## config.mk

```make
export PLATFORM = sky130hd
export DESIGN_NAME = merge4_1_flat
export DESIGN_NICKNAME = d
export VERILOG_FILES = /design/src/rtl/merge4_1_if.sv /design/src/rtl/merge4_1.sv /design/src/flat_wrapper.sv
export SDC_FILE = /design/constraint.sdc
export NUM_CORES = 1
export LEC_CHECK = 0
export CAP_MARGIN = 25
export CORE_MARGIN = 1
export CORE_UTILIZATION = 35
export DETAILED_ROUTE_END_ITERATION = 12
export GPL_ROUTABILITY_DRIVEN = 0
export PLACE_DENSITY = 0.77
export REMOVE_ABC_BUFFERS = 1
export SETUP_SLACK_MARGIN = 0.05
export SKIP_CTS_REPAIR_TIMING = 1
export SYNTH_ARGS = -nofsm -noshare
export SYNTH_HDL_FRONTEND = slang
export SYNTH_SLANG_ARGS = --single-unit
```

## constraint.sdc

```tcl
create_clock -name clk -period 1.8 [get_ports clk]
set_input_delay 0.27 -clock clk [delete_from_list [all_inputs] [get_ports clk]]
set_output_delay 0.27 -clock clk [all_outputs]
set_load 0.02 [all_outputs]
```

## src/rtl/merge4_1_if.sv

```systemverilog
// Lane-to-output handshake bundle for the four-lane round-robin merger.
// Upstream lanes and the downstream sink sit on the master side; the merger is the slave.
interface merge4_1_if #(
    parameter int number_bits = 16
);
    logic [number_bits-1:0] in1;
    logic [number_bits-1:0] in2;
    logic [number_bits-1:0] in3;
    logic [number_bits-1:0] in4;
    logic                   valid1;
    logic                   valid2;
    logic                   valid3;
    logic                   valid4;
    logic                   ready1;
    logic                   ready2;
    logic                   ready3;
    logic                   ready4;
    logic [number_bits-1:0] out;
    logic                   out_valid;
    logic                   out_ready;
    logic [1:0]             out_lane;
    logic                   out_last;
    logic [7:0]             group_cnt;

    modport master (
        output in1, in2, in3, in4,
        output valid1, valid2, valid3, valid4,
        output out_ready,
        input  ready1, ready2, ready3, ready4,
        input  out, out_valid, out_lane, out_last, group_cnt
    );

    modport slave (
        input  in1, in2, in3, in4,
        input  valid1, valid2, valid3, valid4,
        input  out_ready,
        output ready1, ready2, ready3, ready4,
        output out, out_valid, out_lane, out_last, group_cnt
    );
endinterface

```

## src/rtl/merge4_1.sv

```systemverilog
// Four-lane strict round-robin merger: lanes are served 0,1,2,3 in order without skipping,
// into a single registered output stage that sustains one word per cycle.
module merge4_1 #(
    parameter int number_bits = 16
) (
    input  logic clk,
    input  logic rst_n,
    input  logic sync,
    merge4_1_if.slave bus
);

    logic [1:0]             ptr_q,       ptr_d;
    logic [number_bits-1:0] out_q,       out_d;
    logic                   out_valid_q, out_valid_d;
    logic [1:0]             out_lane_q,  out_lane_d;
    logic                   out_last_q,  out_last_d;
    logic [7:0]             group_cnt_q, group_cnt_d;

    logic                   sel_valid;
    logic [number_bits-1:0] sel_data;
    logic                   can_load;
    logic                   lane_open;
    logic                   in_xfer;
    logic                   out_xfer;

    always_comb begin
        sel_valid = 1'b0;
        sel_data  = '0;
        unique case (ptr_q)
            2'd0: begin sel_valid = bus.valid1; sel_data = bus.in1; end
            2'd1: begin sel_valid = bus.valid2; sel_data = bus.in2; end
            2'd2: begin sel_valid = bus.valid3; sel_data = bus.in3; end
            2'd3: begin sel_valid = bus.valid4; sel_data = bus.in4; end
            default: begin sel_valid = 1'b0; sel_data = '0; end
        endcase
    end

    // Ready depends only on state, out_ready, sync and reset, never on any valid.
    assign can_load  = !out_valid_q || bus.out_ready;
    assign lane_open = rst_n && can_load && !sync;

    assign bus.ready1 = lane_open && (ptr_q == 2'd0);
    assign bus.ready2 = lane_open && (ptr_q == 2'd1);
    assign bus.ready3 = lane_open && (ptr_q == 2'd2);
    assign bus.ready4 = lane_open && (ptr_q == 2'd3);

    assign in_xfer  = lane_open && sel_valid;
    assign out_xfer = out_valid_q && bus.out_ready;

    always_comb begin
        ptr_d       = ptr_q;
        out_d       = out_q;
        out_valid_d = out_valid_q;
        out_lane_d  = out_lane_q;
        out_last_d  = out_last_q;
        group_cnt_d = group_cnt_q;
        if (sync) begin
            // Restart discards the pending word without counting it as delivered.
            ptr_d       = 2'd0;
            out_valid_d = 1'b0;
        end else begin
            if (out_xfer && out_last_q) begin
                group_cnt_d = group_cnt_q + 8'd1;
            end
            if (in_xfer) begin
                out_d       = sel_data;
                out_lane_d  = ptr_q;
                out_last_d  = (ptr_q == 2'd3);
                out_valid_d = 1'b1;
                ptr_d       = ptr_q + 2'd1;
            end else if (out_xfer) begin
                out_valid_d = 1'b0;
            end
        end
    end

    always_ff @(posedge clk or negedge rst_n) begin
        if (!rst_n) begin
            ptr_q       <= 2'd0;
            out_q       <= '0;
            out_valid_q <= 1'b0;
            out_lane_q  <= 2'd0;
            out_last_q  <= 1'b0;
            group_cnt_q <= 8'd0;
        end else begin
            ptr_q       <= ptr_d;
            out_q       <= out_d;
            out_valid_q <= out_valid_d;
            out_lane_q  <= out_lane_d;
            out_last_q  <= out_last_d;
            group_cnt_q <= group_cnt_d;
        end
    end

    assign bus.out       = out_q;
    assign bus.out_valid = out_valid_q;
    assign bus.out_lane  = out_lane_q;
    assign bus.out_last  = out_last_q;
    assign bus.group_cnt = group_cnt_q;

endmodule

```

## src/flat_wrapper.sv

```systemverilog
// flat-port wrapper written by rule: the top's interface ports become plain ports
module merge4_1_flat 
#(
    parameter int number_bits = 16
)
  (clk, rst_n, sync, bus_in1, bus_in2, bus_in3, bus_in4, bus_valid1, bus_valid2, bus_valid3, bus_valid4, bus_out_ready, bus_ready1, bus_ready2, bus_ready3, bus_ready4, bus_out, bus_out_valid, bus_out_lane, bus_out_last, bus_group_cnt);
  merge4_1_if #(.number_bits(number_bits)) bus_i ();
  input  logic clk;
  input  logic rst_n;
  input  logic sync;
  input wire logic [$bits(bus_i.in1)-1:0] bus_in1;
  input wire logic [$bits(bus_i.in2)-1:0] bus_in2;
  input wire logic [$bits(bus_i.in3)-1:0] bus_in3;
  input wire logic [$bits(bus_i.in4)-1:0] bus_in4;
  input wire logic [$bits(bus_i.valid1)-1:0] bus_valid1;
  input wire logic [$bits(bus_i.valid2)-1:0] bus_valid2;
  input wire logic [$bits(bus_i.valid3)-1:0] bus_valid3;
  input wire logic [$bits(bus_i.valid4)-1:0] bus_valid4;
  input wire logic [$bits(bus_i.out_ready)-1:0] bus_out_ready;
  output wire logic [$bits(bus_i.ready1)-1:0] bus_ready1;
  output wire logic [$bits(bus_i.ready2)-1:0] bus_ready2;
  output wire logic [$bits(bus_i.ready3)-1:0] bus_ready3;
  output wire logic [$bits(bus_i.ready4)-1:0] bus_ready4;
  output wire logic [$bits(bus_i.out)-1:0] bus_out;
  output wire logic [$bits(bus_i.out_valid)-1:0] bus_out_valid;
  output wire logic [$bits(bus_i.out_lane)-1:0] bus_out_lane;
  output wire logic [$bits(bus_i.out_last)-1:0] bus_out_last;
  output wire logic [$bits(bus_i.group_cnt)-1:0] bus_group_cnt;
  assign bus_i.in1 = bus_in1;
  assign bus_i.in2 = bus_in2;
  assign bus_i.in3 = bus_in3;
  assign bus_i.in4 = bus_in4;
  assign bus_i.valid1 = bus_valid1;
  assign bus_i.valid2 = bus_valid2;
  assign bus_i.valid3 = bus_valid3;
  assign bus_i.valid4 = bus_valid4;
  assign bus_i.out_ready = bus_out_ready;
  assign bus_ready1 = bus_i.ready1;
  assign bus_ready2 = bus_i.ready2;
  assign bus_ready3 = bus_i.ready3;
  assign bus_ready4 = bus_i.ready4;
  assign bus_out = bus_i.out;
  assign bus_out_valid = bus_i.out_valid;
  assign bus_out_lane = bus_i.out_lane;
  assign bus_out_last = bus_i.out_last;
  assign bus_group_cnt = bus_i.group_cnt;
  merge4_1 #(.number_bits(number_bits)) u_core (.clk(clk), .rst_n(rst_n), .sync(sync), .bus(bus_i));
endmodule
```

Word-level counts from Yosys, hierarchy flattened
Cells that the tools add are included.

storage, ports and cells
  bits in registers = 30
  input bits = 72
  output and inout port bits = 32
  logic and storage cells = 36

cells by class
  add/sub/neg operators = 2
  equal/unequal tests = 3
  mux-type cells = 7
  bitwise gates (word level) = 1
  reductions and logical operators = 17

operators by type and width
  cell                 number
  $pmux 16 s4          1
  $logic_and 1x1->1    9
  $add 8x1->8 const B  1
  $eq 2x2->1 const B   2
  $mux 2               2
  $pmux 1 s4           1
  $reduce_and 2->1     2
  $mux 1               3
  $reduce_bool 3->1    1
  $add 2x1->2 const B  1
  $eq 2x1->1 const B   1
  $logic_not 1->1      2
  $logic_not 2->1      1
  $reduce_bool 2->1    1
  $logic_or 1x1->1     1
  $not 1->1            1

Longest topological paths before layout
Gate-level depths: netlist of run 1.

  depth after elaboration = 7
  depth in mapped cells = 8

Least setup slack after synthesis of run 1
No wires, ideal clock.

  kind = reg2reg
  start = reg u_core.ptr_q[0]
  end = reg u_core.out_q[0] (netlist: u_core.bus.out[0])
  library setup time = 0.125 ns
  data arrival time = 1.811 ns
  required time = 1.675 ns
  path slack = -0.136 ns
  cell stages (with the launch flop) = 9
  buffers on the path = 2
  clock period less this slack = 1.936 ns
  cells stage by stage = dfrtp_1 -> inv_1 -> ha_1 -> buf_6 -> a222oi_1 -> mux2i_1 -> nand2_2 -> buf_12 -> mux2_4

between the ends
  cells in the longest elaborated chain, start to end = 4
  elaborated cells between the ends (all ways) = 8
  classes of those cells = eq/ne: 3; mux: 2; reduce/logical: 3

ends and longest elaborated chain
  what                                      RTL line        RTL
  start: declaration                        merge4_1.sv:12  logic [1:0] ptr_q, ptr_d;
  start signal: assignment                  merge4_1.sv:86  ptr_q <= ptr_d;
  $eq 2x2->1, or another cell as far along  merge4_1.sv:29  unique case (ptr_q)
  $pmux 1 s4                                merge4_1.sv:29
  $logic_and 1x1->1                         merge4_1.sv:47  assign in_xfer = lane_open && sel_valid;
  $reduce_and 2->1 (no source line)         n/a
  end signal: assignment                    merge4_1.sv:87  out_q <= out_d;
  end: declaration                          merge4_1.sv:13  logic [number_bits-1:0] out_q, out_d;

Several ways; a longest one is shown, not always the timed one.
A chain may end at the register's enable or synchronous reset.

Final worst setup path of run 1
  start = reg u_core.ptr_q[0]
  end = reg u_core.ptr_q[1]

between the ends
  cells in the longest elaborated chain, start to end = 4
  elaborated cells between the ends (all ways) = 10
  classes of those cells = add/sub: 1; eq/ne: 3; mux: 3; reduce/logical: 3

ends and longest elaborated chain
  what                                      RTL line
  $eq 2x2->1, or another cell as far along  merge4_1.sv:29
  $pmux 1 s4                                merge4_1.sv:29
  $logic_and 1x1->1                         merge4_1.sv:47
  $reduce_bool 2->1 (no source line)        n/a

Several ways; a longest one is shown, not always the timed one. The select of a mux whose other input is x is not followed.

==> results of run 1 <==
-- synthesized netlist by cell type (all sizes together) --
cell    count
inv        19
nand2b      2
nand4b      1
and4b       1
nor2b       1
a222oi     17
nor2        3
and2        4
xnor2       4
xor2        3
ha          6
dfrtp      30
nor3        2
o21ai       1
buf         8
clkbuf      2
nand2      11
mux2i      18
nand4       1
mux2       20
nor3b       1
-- metrics by stage --
step	cell area, µm²	setup TNS [ns]	std cells	worst slack (ns)	util
floorplan	1753	-11.62	145	-0.5458	-
global placement	3013	-3.432	331	-0.3267	0.6174
detailed placement	3013	-3.851	331	-0.3495	0.6174
CTS	3123	-2.557	339	-0.4483	0.6400
global route	3179	-3.325	341	-0.1730	0.6515
finish	3179	-0.8665	341	-0.05558	0.6515
-- critical path, cell delays in order (launching register included) --
cell       delay [ns]
dfrtp_1          0.41
inv_2            0.08
ha_4             0.16
a222oi_1         0.32
mux2i_1          0.13
nand2_2          0.17
clkbuf_16        0.19
mux2_4           0.29
-- layer usage --
metal,vias up,track usage,share of wire
met5,-,0,0
met4,0,0.04822,0.0044
met3,2,0.04743,0.069
met2,63,0.3243,0.50
met1,789,0.2343,0.43
li1,793,-,-
-- kinds of logic (layout without fill, tap and decap cells) --
logic type | Yosys count | after routing | share of synthesized area
buffers and inverters | 29 | 148 | 0.08385
muxes | 38 | 38 | 0.2577
xor gates and xnor gates | 7 | 7 | 0.03340
AOI/OAI and AO/OA | 18 | 18 | 0.09543
and+or+nand+nor | 27 | 27 | 0.07976
DFF | 30 | 30 | 0.4090
adders and majority gates | 6 | 6 | 0.04090
-- report_power, final --
part	leakage, µW	total [µW]	switching (µW)	internal, µW
combinational	0.00112	1140	453	687
sequential	0.000387	910	87.6	823
clock	0.0000575	628	242	386
total	0.00156	2680	783	1900
-- layout make-up --
class	count	area, µm²
well taps	67	83.83
multi-input cells	96	950.9
inverters	19	71.32
repair buffers	121	1211
flip-flops and latches	30	752.0
clock buffers	8	110.1
fillers	400	1700
-- worst paths after layout --
check                                         from                       to  slack (ns)  depth (start not counted)
max in group asynchronous                    rst_n          u_core.ptr_q[1]        1.05                          2
setup reg to reg                   u_core.ptr_q[0]          u_core.ptr_q[1]       -0.06                          7
hold / removal                       bus_out_ready     u_core.bus.out_valid        0.30                          2
setup / recovery                   u_core.ptr_q[0]          u_core.ptr_q[1]       -0.06                          7
min in group asynchronous                    rst_n  u_core.bus.group_cnt[5]        0.45                          2
hold reg to reg            u_core.bus.group_cnt[7]  u_core.bus.group_cnt[7]        0.48                          1
-- placed cells by master, fill, tap and decap left out, drive strengths merged, types with 2 or more instances in the layout --
cell and instances:
nand2b 2, xnor2 4, dfrtp 30, mux2 20
nand2 11, ha 6, xor2 3, clkbuf 13
mux2i 18, buf 17, nor2 3, and2 4
a222oi 17, nor3 2, inv 19, clkdlybuf4s50 98
-- sequential cells by signal (all words and copies together), names as in the netlist --
register and count:
u_core.bus.group_cnt 8, u_core.bus.out 16, u_core.bus.out_last 1, u_core.bus.out_valid 1, u_core.bus.out_lane 2, u_core.ptr_q 2
==> key figures, run 1 <==
Status
  • Outcome: complete, but fails checks
  • Violated checks: setup timing

Timing
  • Final worst path period need: 1.856 ns
  • Slew of the pin with the lowest slew margin: 0.3812 ns
  • Hold Vio Cnt, Final: 0
  • Fmax: 538.9 MHz
  • Max_slew headroom: 0.7459
  • Final setup margin: -0.05558 ns
  • Tcrit/Tclk final: 1.031
  • RSZ-0062 raised after global routing: yes
  • Setup-failing EPs final: 20
  • Worst hold margin: 0.3020 ns
  • Clk_skew: 0.002215 ns
  • Final Slew Violations: 0

Route
  • Initial drt markers: about 120
  • DR WL/cell: 15.26 µm
  • Vias per inst: slightly below 5
  • Via count: around 1,600
  • DRT Pass-1 Iters: 7
  • Residual DRC: 0
  • WL final: ~5.2 mm
  • Remaining antenna violation count: 0

Layout
  • Area grow syn2layout: 73.21%
  • Nets: 351
  • Ant. Diodes: 0
  • Layout cells sized above 1: 0.2007

Synthesis
  • Synth top area cells: dfrtp_1 (41%), mux2_4 (15%), mux2i_1 (9.8%), a222oi_1 (9.3%), ha_1 (4.1%)
  • Yosys warns: 0
  • Share of the synthesized area in the top cell type: 0.4090
  • Synth Instances: 155
  • Yosys top cell by area: dfrtp_1
  • #FFs+latches synth: 30
  • Sequential area share after synthesis: 0.4090
  • Synth cell types: 26
  • Netlist Area Pre-Place: 0.001836 mm²
  • Synth Area per Inst: 11.84 µm²

Clock network
  • Max H-tree Level: 2
  • Max Root-Sink Buffers: 2
  • CTS tree: yes
  • Worst-Skew Late Latency: 0.27 ns
  • Clock root cell: clkbuf_8
  • CTS clock-pin slew for the worst setup and hold paths: 0.06 ns
  • Sink Count: 30
  • TritonCTS buffer count: 5

Worst hold path
  • Worst hold-check path type: primary input to flop

Floorplan
  • Die Y-Extent: 74.42 µm
  • Initial core utilization: 0.3762
  • Core footprint: ~0.005 mm²
  • Io pins: 104
  • Row count: 25
  • Die W: around 74 µm
  • Die area: 0.005538 mm²

Worst setup path
  • CP startpoint kind: flop
  • CP Class: flop to flop
  • CP max FO: 6
  • Critical Path End Type: flop
  • WP data required: 1.96 ns
  • Arrival time worst endpoint: 2.01 ns

GRT
  • Initial antenna violation count: 0
  • Largest net degree at the start of global routing: 31
  • Vias in the first global route: 1,686
  • Total track usage: 0.1880
  • First-pass GRT wire length: 7.762 mm
  • Global route overflow: 0

Power and ir drop
  • Pwr Total: 2678 µW
  • VDD IR max: a little over 500 µV
  • Pwr per Cell Area: 842.2 mW/mm²
  • Leak pwr: 0.001561 µW

Run
  • Max Cap Viol: 0

Place
  • PortBufs: 103
  • Post-DP HPWL: 3.725 mm
(Power assumes the default switching activity.)
==> inputs of run 2 (changes only) <==
==> constraint.sdc (replaced) <==
create_clock -name clk -period 1.8 [get_ports clk]
set_input_delay 0.18 -clock clk [delete_from_list [all_inputs] [get_ports clk]]
set_output_delay 0.18 -clock clk [all_outputs]
set_load 0.02 [all_outputs]
==> key figures, run 2 (synthesis gave the netlist of run 1 again) <==
Route
  • Remaining antenna violation count: 0
  • WL final: 5.217 mm
  • Vias per inst: 4.926
  • Via count: 1,670
  • DR WL/cell: around 15 µm
  • Residual DRC: 0
  • Initial drt markers: 85
  • DRT Pass-1 Iters: 7

Layout
  • FF/Latch Area: 752.0 µm²
  • Most frequent cells in the layout: clkdlybuf4s50_1 (99), dfrtp_1 (29), mux2_4 (20), inv_1 (18), mux2i_1 (18)
  • Most common cell after layout, fill and taps aside: clkdlybuf4s50_1
  • Number of flip-flops in the largest register: 16
  • Nets: 351
  • Layout Cells excl Fill: 339
  • Area grow syn2layout: 71.85%
  • Multi-input gate area: 953.4 µm²
  • Ant. Diodes: 0
  • Fill cells: 414
  • Layout cells sized above 1: 0.1912

Timing
  • Hold Vio Cnt, Final: 0
  • Final Slew Violations: 0
  • Setup-failing EPs final: 21
  • Tcrit/Tclk final: 1.047
  • RSZ-0062 raised after global routing: yes
  • Setup_tns: -1.390 ns
  • Final setup margin: -0.08429 ns
  • Final worst path period need: 1.884 ns
  • Max_slew headroom: 0.7457
  • Fmax: around 530 MHz
  • Clk_skew: 0.007096 ns
  • Slew of the pin with the lowest slew margin: 0.3815 ns

Floorplan
  • Initial core utilization: 0.3762
  • Row count: 25
  • Io pins: 104
  • Die W: 74.42 µm
  • Die Y-Extent: 74.42 µm
  • Die area: 0.005538 mm²
  • Core footprint: 0.004880 mm²

Place
  • Setup WS pre-CTS: -0.1732 ns
  • PortBufs: 103
  • Dpl cells: 330
  • Post-DP HPWL: 3.783 mm

Status
  • Outcome: complete, but fails checks
  • Violated checks: setup timing

Clock network
  • Max H-tree Level: 2
  • Max Root-Sink Buffers: 2
  • CTS clock-pin slew for the worst setup and hold paths: 0.06 ns
  • TritonCTS buffer count: 5
  • Worst-Skew Late Latency: 0.27 ns
  • Clock root cell: clkbuf_8
  • Sink Count: 30
  • CTS tree: yes

Worst setup path
  • Critical Path End Type: flop
  • CP Class: flop to flop
  • Max stage delay on crit path: roughly 0.42 ns
  • CP cell instances: inv_2, ha_4, a222oi_1, mux2i_1, nand2_2, clkbuf_16, mux2_4
  • CP max FO: 6
  • Arrival time worst endpoint: 2.04 ns
  • Worst path slowest cell: dfrtp_1
  • CP startpoint kind: flop
  • WP data required: between 1.5 and 2 ns

GRT
  • Global route overflow: 0
  • First-pass GRT wire length: roughly 7.5 mm
  • Largest net degree at the start of global routing: 31
  • Initial antenna violation count: 0
  • Vias in the first global route: 1,604
  • Total track usage: 0.1818

Power and ir drop
  • Pwr per Cell Area: 817.3 mW/mm²
  • VDD IR max: 454.3 µV
  • Leak pwr: between 0.0015 and 0.002 µW

Worst hold path
  • Worst hold-check path type: primary input to async pin

Run
  • Max Cap Viol: 0
==> run 2: critical path: cells and delay by family, from the launching register on <==
family                     cells  cell delay (ns)
DFF                            1             0.42
muxes                          2             0.42
AOI/OAI and AO/OA              1             0.33
buffers and inverters          2             0.27
adders and majority gates      1             0.16
and+or+nand+nor                1             0.16
==> run 2: worst paths after layout <==
check,end,start,slack [ns],cells past startpoint
min in group clk,u_core.bus.group_cnt[7],u_core.bus.group_cnt[7],0.48,1
hold / removal,u_core.bus.group_cnt[0],rst_n,0.39,2
setup / recovery,u_core.bus.out[13],u_core.ptr_q[0],-0.08,7
setup reg to reg,u_core.bus.out[13],u_core.ptr_q[0],-0.08,7
max in group asynchronous,u_core.ptr_q[1],rst_n,1.11,2
hold reg to reg,u_core.bus.group_cnt[7],u_core.bus.group_cnt[7],0.48,1
==> run 2: routing by layer <==
metal | up-vias | share of wire | global-route usage
met5 | - | 0 | 0
met1 | 814 | 0.44 | 0.2234
li1 | 793 | - | -
met2 | 59 | 0.50 | 0.3153
met3 | 4 | 0.053 | 0.04743
met4 | 0 | 0.0073 | 0.04822
==> run 2: power by group <==
| part | total [µW] | internal [µW] | leakage (µW) | switching (µW) |
|---|---|---|---|---|
| clock | 524 | 294 | 0.0000431 | 230 |
| combinational | 1140 | 689 | 0.00113 | 453 |
| sequential | 911 | 823 | 0.000387 | 88.3 |
| total | 2580 | 1810 | 0.00156 | 772 |
==> run 2: through the flow <==
step / total power [µW] / instance area [µm²] / hold slack [ns] / util
after CTS: 2591 / 3088 / 0.3961 / 0.6328
final: 2578 / 3154 / 0.3943 / 0.6464
after detailed placement: 2047 / 3005 / 0.4775 / 0.6159
after floorplan: 1462 / 1753 / -0.1156 / -
after global placement: 2033 / 3005 / 0.4596 / 0.6159
after global routing: 2705 / 3154 / 0.4383 / 0.6464
==> run 2: final cells by class <==
| type | count | area share |
|---|---|---|
| multi-input combinational | 96 | 0.3023 |
| tap | 67 | 0.02658 |
| sequential | 30 | 0.2384 |
| clock buffer | 6 | 0.02618 |
| inverter | 19 | 0.02261 |
| timing repair buffer | 121 | 0.3840 |
==> inputs of run 3 (changes only) <==
--- a/config.mk
+++ b/config.mk
@@ -6,6 +6,7 @@
 export NUM_CORES = 1
 export LEC_CHECK = 0
 export CAP_MARGIN = 25
+export CORE_ASPECT_RATIO = 1.5
 export CORE_MARGIN = 1
 export CORE_UTILIZATION = 35
 export DETAILED_ROUTE_END_ITERATION = 12
==> key figures, run 3 (synthesis gave the netlist of run 1 again) <==
Status
  • Outcome: complete, but fails checks
  • Violated checks: setup timing

GRT
  • Initial antenna violation count: 0
  • GR Layer Usage met2: 0.3524
  • Vias in the first global route: 1,694
  • Met1 usage: 0.1951
  • Global route overflow: 0
  • GR Util met3: 0.04155
  • First-pass GRT wire length: between 7 and 8 mm
  • GR peak layer: met2
  • Largest net degree at the start of global routing: 31
  • Total track usage: 0.1896

Worst setup path
  • Max stage delay on crit path: 0.45 ns
  • Worst Path Buf+Inv: 2
  • CP Class: flop to flop
  • CP max FO: 6
  • CP cell instances: buf_6, ha_4, a222oi_1, mux2i_1, nand2_2, clkbuf_16, mux2_4
  • Critical Path End Type: flop
  • Worst path slowest cell: dfrtp_2
  • CP startpoint kind: flop
  • WP data required: 1.96 ns
  • Worst R2R Setup Slack: -0.07 ns
  • Kind of cell adding the most delay to the critical path: flip-flops
  • Arrival time worst endpoint: 2.03 ns

Clock network
  • CTS tree: yes
  • Max H-tree Level: 2
  • Clock root cell: clkbuf_8
  • Max Root-Sink Buffers: 2
  • Worst-Skew Late Latency: 0.28 ns
  • CTS clock-pin slew for the worst setup and hold paths: 0.07 ns
  • Sink Count: 30
  • TritonCTS buffer count: 5

Timing
  • Setup-failing EPs final: 20
  • Clk_skew: around 0.0074 ns
  • Final worst path period need: ~1.9 ns
  • Hold Vio Cnt, Final: 0
  • Tcrit/Tclk final: 1.037
  • Worst hold margin: 0.3006 ns
  • Final setup margin: -0.06669 ns
  • Fmax: 535.7 MHz
  • Slew of the pin with the lowest slew margin: 0.3793 ns
  • Final Slew Violations: 0
  • Max_slew headroom: 0.7471
  • RSZ-0062 raised after global routing: yes

Layout
  • Ant. Diodes: 0
  • Layout cells sized above 1: 0.2036
  • Number of flip-flops in the largest register: 16
  • Area grow syn2layout: 73.07%
  • Nets: 352
  • Fill cells: 416
  • Most frequent cells in the layout: clkdlybuf4s50_1 (99), dfrtp_1 (29), mux2_4 (20), mux2i_1 (18)
  • Most common cell after layout, fill and taps aside: clkdlybuf4s50_1

Place
  • Post-DP HPWL: between 3 and 4 mm
  • PortBufs: between 100 and 150

Route
  • DR WL/cell: 15.39 µm
  • DRT Pass-1 Iters: 7
  • Residual DRC: 0
  • Remaining antenna violation count: 0
  • WL final: approximately 5.2 mm
  • Initial drt markers: 131
  • Vias per inst: 4.927
  • Via count: 1,680

Power and ir drop
  • Leak pwr: 0.001570 µW
  • Pwr Total: 2612 µW
  • Pwr per Cell Area: 822.1 mW/mm²
  • VDD IR max: just under 500 µV

Floorplan
  • Io pins: 104
  • Die Y-Extent: 90.69 µm
  • Initial core utilization: 0.3726
  • Die W: 61.13 µm
  • Row count: 31
  • Core footprint: 0.004926 mm²
  • Die area: ~0.0055 mm²

Worst hold path
  • Worst hold-check path type: primary input to async pin

Run
  • Max Cap Viol: 0
run 3: cell types whose count changed in the layout (fill, tap and decap cells not counted), sizes merged:
cell,delta
buf,+1
clkinv,+1
clkbuf,+1
run 3: worst paths after layout:
| check | end | depth (start not counted) | from |
|---|---|---|---|
| max | u_core.bus.out[6] | 7 | u_core.ptr_q[0] |
| min | u_core.bus.group_cnt[1] | 2 | rst_n |
| max reg2reg | u_core.bus.out[6] | 7 | u_core.ptr_q[0] |
| min reg2reg | u_core.bus.group_cnt[7] | 1 | u_core.bus.group_cnt[7] |
| max in group asynchronous | u_core.ptr_q[0] | 2 | rst_n |
| min in group clk | u_core.bus.group_cnt[7] | 1 | u_core.bus.group_cnt[7] |
run 3: final cells by class:
class                   instances  area, µm²  area share
multi-input cells              96      965.9      0.3041
flip-flops and latches         30      752.0      0.2367
clock buffers                   7      86.33     0.02718
clock inverters                 1      5.005    0.001575
repair buffers                122       1214      0.3820
well taps                      66      82.58     0.02599
inverters                      19      71.32     0.02245
run 3: stage by stage:
step           setup TNS, ns  setup slack [ns]    util  instances  instance area, µm²
2_1_floorplan         -11.62           -0.5458       -        145                1753
3_3_place_gp          -1.758           -0.1657  0.6088        330                2999
3_5_place_dp          -2.216           -0.1901  0.6088        330                2999
4_1_cts               -2.494           -0.3430  0.6274        338                3090
5_1_grt               -2.893           -0.1552  0.6449        341                3177
6_report             -0.9927          -0.06669  0.6449        341                3177
run 3: layer usage:
metal  up-vias  part of all wire  wire (µm)
met2        71              0.57       3012
met4         0             0.011         56
met1       807              0.36       1864
met5         -                 0          0
met3         5             0.060        315
li1        797                 -          -
run 3: where the power goes:
group | leakage, µW | total (µW) | internal, µW | switching [µW]
registers | 0.000387 | 915 | 823 | 92.0
clock network | 0.0000482 | 550 | 308 | 243
logic | 0.00113 | 1150 | 691 | 455
total | 0.00157 | 2610 | 1820 | 789
